==> src/rtl/cpu_pkg.sv <==
// Shared CPU types and sizing used by the fetch front end.
package cpu_pkg;

  localparam int XLEN     = 32;
  localparam int FB_DEPTH = 4;

  typedef struct packed {
    logic [XLEN-1:0] pc;
    logic [XLEN-1:0] instr;
  } fb_entry_t;

endpackage

==> src/rtl/fetch_buffer.sv <==
// Fetch buffer: in-order FIFO of {pc, instr} between ifetch and decode, with flush-aware response dropping.
// Latency: a response is visible on dec_valid one cycle after resp_valid (no bypass).
// Backpressure: req_ok reserves a slot per in-flight request, so a response never finds the FIFO full.
module fetch_buffer #(
  parameter int XLEN  = cpu_pkg::XLEN,
  parameter int DEPTH = cpu_pkg::FB_DEPTH
) (
  input  logic            clk,
  input  logic            rst_n,
  input  logic            req_fire,
  output logic            req_ok,
  input  logic            resp_valid,
  input  logic [XLEN-1:0] resp_pc,
  input  logic [XLEN-1:0] resp_data,
  input  logic            flush,
  output logic            dec_valid,
  input  logic            dec_ready,
  output logic [XLEN-1:0] dec_pc,
  output logic [XLEN-1:0] dec_instr
);

  localparam int PW = $clog2(DEPTH);
  localparam int CW = $clog2(DEPTH + 1);

  typedef logic [PW-1:0] ptr_t;
  typedef logic [CW-1:0] cnt_t;

  cpu_pkg::fb_entry_t mem [DEPTH];
  ptr_t               rd_ptr;
  ptr_t               wr_ptr;
  cnt_t               count;
  cnt_t               inflight;
  cnt_t               drop;
  logic [CW:0]        occupancy;
  logic               push;
  logic               pop;

  // Every outstanding request owns a slot, so occupancy counts both.
  assign occupancy = {1'b0, count} + {1'b0, inflight};
  assign req_ok    = occupancy < (CW+1)'(DEPTH);

  assign dec_valid = (count != '0);
  assign dec_pc    = mem[rd_ptr].pc;
  assign dec_instr = mem[rd_ptr].instr;

  assign push = resp_valid && (drop == '0) && !flush;
  assign pop  = dec_valid && dec_ready && !flush;

  always_ff @(posedge clk or negedge rst_n) begin
    if (!rst_n) begin
      rd_ptr   <= '0;
      wr_ptr   <= '0;
      count    <= '0;
      inflight <= '0;
      drop     <= '0;
      for (int i = 0; i < DEPTH; i++) begin
        mem[i] <= '0;
      end
    end else begin
      if (req_fire && !resp_valid) begin
        inflight <= inflight + cnt_t'(1);
      end else if (!req_fire && resp_valid) begin
        inflight <= inflight - cnt_t'(1);
      end

      if (flush) begin
        rd_ptr <= '0;
        wr_ptr <= '0;
        count  <= '0;
        // A request fired alongside the flush belongs to the new path and is kept.
        drop   <= inflight - cnt_t'(resp_valid);
      end else begin
        if (resp_valid && (drop != '0)) begin
          drop <= drop - cnt_t'(1);
        end
        if (push) begin
          mem[wr_ptr] <= '{pc: resp_pc, instr: resp_data};
          wr_ptr      <= wr_ptr + ptr_t'(1);
        end
        if (pop) begin
          rd_ptr <= rd_ptr + ptr_t'(1);
        end
        if (push && !pop) begin
          count <= count + cnt_t'(1);
        end else if (pop && !push) begin
          count <= count - cnt_t'(1);
        end
      end
    end
  end

`ifndef SYNTHESIS
  a_resp_without_req: assert property (@(posedge clk) disable iff (!rst_n)
    resp_valid |-> (inflight != '0));
  a_fire_without_ok: assert property (@(posedge clk) disable iff (!rst_n)
    req_fire |-> req_ok);
  a_head_stable: assert property (@(posedge clk) disable iff (!rst_n)
    (dec_valid && !dec_ready && !flush) |=> ($stable(dec_pc) && $stable(dec_instr)));
`endif

endmodule
==> config.mk <==
export PLATFORM = sky130hd
export DESIGN_NAME = fetch_buffer
export DESIGN_NICKNAME = d
export VERILOG_FILES = /design/src/rtl/cpu_pkg.sv /design/src/rtl/fetch_buffer.sv
export SDC_FILE = /design/constraint.sdc
export NUM_CORES = 1
export LEC_CHECK = 0
export ABC_AREA = 1
export CAP_MARGIN = 20
export CORE_ASPECT_RATIO = 0.5
export CORE_UTILIZATION = 51
export CTS_CLUSTER_DIAMETER = 60
export DETAILED_ROUTE_END_ITERATION = 10
export GPL_TIMING_DRIVEN = 0
export PLACE_DENSITY = 0.77
export RECOVER_POWER = 25
export SLEW_MARGIN = 20
export SYNTH_ARGS = -nofsm -noshare
export SYNTH_HDL_FRONTEND = slang
export SYNTH_SLANG_ARGS = --single-unit
==> constraint.sdc <==
create_clock -name clk -period 1.8 [get_ports clk]
set_input_delay 0.36 -clock clk [delete_from_list [all_inputs] [get_ports clk]]
set_output_delay 0.36 -clock clk [all_outputs]
set_load 0.05 [all_outputs]
==> impl_metrics.yaml <==
clocking:
  cts_inserted_buffers: 24
  htree_levels: 1
  clk_latency_ns: 0.52
  cts.clk_slew.worst_paths_ns: 0.07
  clock_sink_count: 269
  clockBufferDepth: 3
  root_buffer: "clkbuf_16"
  cts_tree: "done"
synth:
  yosysWarnings: 0
  asyncSetResetFlopFracSynth_pct: 100.0
  yosysUniqueCellTypes: 21
  syn_area_per_cell_um2: 8.627
  netlist_area_mm2: 0.01170
  seq_area_frac_synth_pct: 57.54
  synth_nets: 1439
  synth-edff-count: 0
  ys.flop_type: "dfrtp_1"
  postSynthCellCount: 1356
  ys_seq_elements: 269
floorplan:
  die_area_mm2: 0.02359
  die_height_um: 109.1
  core-area_mm2: 0.02206
  rows: 38
  dieWidth_um: 216.2
  start_util_pct: 53.03
  pin_count: 136
sta:
  finalCritPeriodShare_pct: 129.0
  hold_viol: 0
  fin_crit_ns: 2.322
  max_clock_freq_mhz: 430.7
  slew_headroom_pct: 25.19
  final_max_slew_viol_count: 0
  setup_viol: 163
  clock_skew_ns: 0.009607
  grt_setup_unrepaired: "yes"
  final.setup.worst_slack_ns: -0.5218
  tightest_slew_ns: 1.122
drt:
  dr_wl_met3_um: 2587
  postRouteAntennaNets: 0
  routedWlPerCell_um: 20.83
  drtIter0Drc: 1050
  viasPerCell: 6.031
  top_layer_used: "met4"
  wirelength_um: 38560
  vias: 11160
  route.met2.wl_um: 19000
  drc: 0
  first_pass_iters: 5
  met1_length_um: 15850
finish:
  antennaDiodeCount: 0
  mostFrequentLayoutCell: "nand2_1"
  synthToLayoutAreaGrowth_pct: 44.88
  fin_area_mm2: 0.01695
  seq_area_mm2: 0.006734
  nNetsFinal: 1616
  utilization_pct: 76.83
  drive_above_1_share_pct: 30.05
  mostFrequentLayoutCells: "nand2_1, dfrtp_1, o21ai_0"
  stdcell_count: 1851
  multi_input_area_mm2: 0.006038
  fillCellCount: 1382
worst_hold_path:
  hp-class: "in2async"
grt:
  grt_pass1_wl_um: 57890
  grt_pass1_vias: 10910
  grt_usage_pct: 31.11
  grt_antenna_before_repair: 0
  grt_overflow: 0
  grt_max_degree: 104
critical_path:
  worstPathRequired_ns: 1.44
  r2r_end: "count[2]$_DFFE_PN0P_"
  reg2regPathDepth: 14
  startpoint_type: "flop"
  crit_fanout: 10
  path_class: "reg2out"
  endpoint_kind: "output port"
  r2r-start: "drop[1]$_DFFE_PN0P_"
  ff2ff_setup_slack_ns: -0.14
  crit_arrival_ns: 1.96
placed_design:
  gp_congestion: 0.8749
  port_buffers: 135
  hpwl_um: 23090
  place_area_mm2: 0.01440
  placedCellCount: 1793
pwr:
  vdd_drop_max_mv: 1.017
  pwr_density_cell_mw_per_mm2: 1890
  power.leakage_nw: 7.600
job:
  cap_violations: 0
outcome:
  violations: "setup timing"
  status: "finished with violations"
==> critical path, cell delays in order (launching register included) <==
cell	delay, ns
dfrtp_2	0.47
clkinv_4	0.13
clkbuf_16	0.20
buf_12	0.16
nor2_1	0.19
o22ai_4	0.12
buf_6	0.16
==> what timing repair did <==
action,in CTS,in global routing
pin swaps,7,9
cloned,2,1
setup buffers,0,11
hold endpoints to repair,80,80
resized for setup,786,324
endpoints found under the setup margin,323,324
==> how the worst max path moves through the flow <==
stage	start	end	cells after the start
finish	rd_ptr[0]$_DFFE_PN0P_	dec_instr[31]	6
global route	rd_ptr[0]$_DFFE_PN0P_	dec_pc[1]	6
CTS	rd_ptr[0]$_DFFE_PN0P_	dec_pc[22]	6
detailed placement	rd_ptr[0]$_DFFE_PN0P_	dec_pc[27]	6
global placement	rst_n	mem[216]$_DFFE_PN0P_	1
floorplan	rd_ptr[0]$_DFFE_PN0P_	dec_pc[25]	5
==> synth_stat cells (5+ instances only) <==
cell type,instances,area share [%]
buf_2,36,1.5
clkbuf_1,61,2.0
dfrtp_1,269,58
ha_1,11,1.2
inv_1,81,2.6
nand2_1,279,9.0
nand3_1,5,0.21
nor2_1,136,4.4
o21ai_0,389,17
o22ai_1,64,3.4
==> cell families after synthesis <==
group | after synthesis | synth area share, %
compound gates | 462 | 20.47
xor+xnor | 4 | 0.2994
simple gates | 428 | 14.01
fa+ha+maj | 13 | 1.519
buf+inv | 180 | 6.160
flops | 269 | 57.54
==> layout make-up <==
class                      count  area share [%]
multi-input combinational    907           35.63
clock buffer                  36           4.348
buffer                        99           5.795
tap                          300           2.215
sequential                   269           39.73
inverter                      81           1.838
clock inverter                 8          0.8268
timing repair buffer         151           9.619
==> per-layer routing <==
layer	GRT usage (%)	vias to the layer above
met3	4.463	102
met1	43.10	5712
li1	-	4859
met4	9.960	0
met5	0	-
met2	51.14	491
==> registers in the layout, indices dropped and copies added (netlist names) <==
signal / count
count: 3
rd_ptr: 2
mem: 256
inflight: 3
drop: 3
wr_ptr: 2
==> through the flow <==
stage	setup slack, ns	hold slack (ns)	power [mW]	setup TNS, ns
floorplan	-0.02077	0.06441	18.76	-0.1397
global route	-0.5636	0.1612	33.38	-78.37
CTS	-0.4868	-0.1548	30.19	-40.78
global placement	-10.68	0.4596	22.46	-3030.73
detailed placement	-1.261	0.3885	22.84	-183.53
finish	-0.5218	0.06297	32.04	-34.13
==> power breakdown <==
part	internal (mW)	switching (mW)	total (mW)
registers	7.76	1.48	9.23
clock network	3.41	2.33	5.74
logic	6.74	10.3	17.1
total	17.9	14.1	32.0
Power figures use the tool's default switching activity.
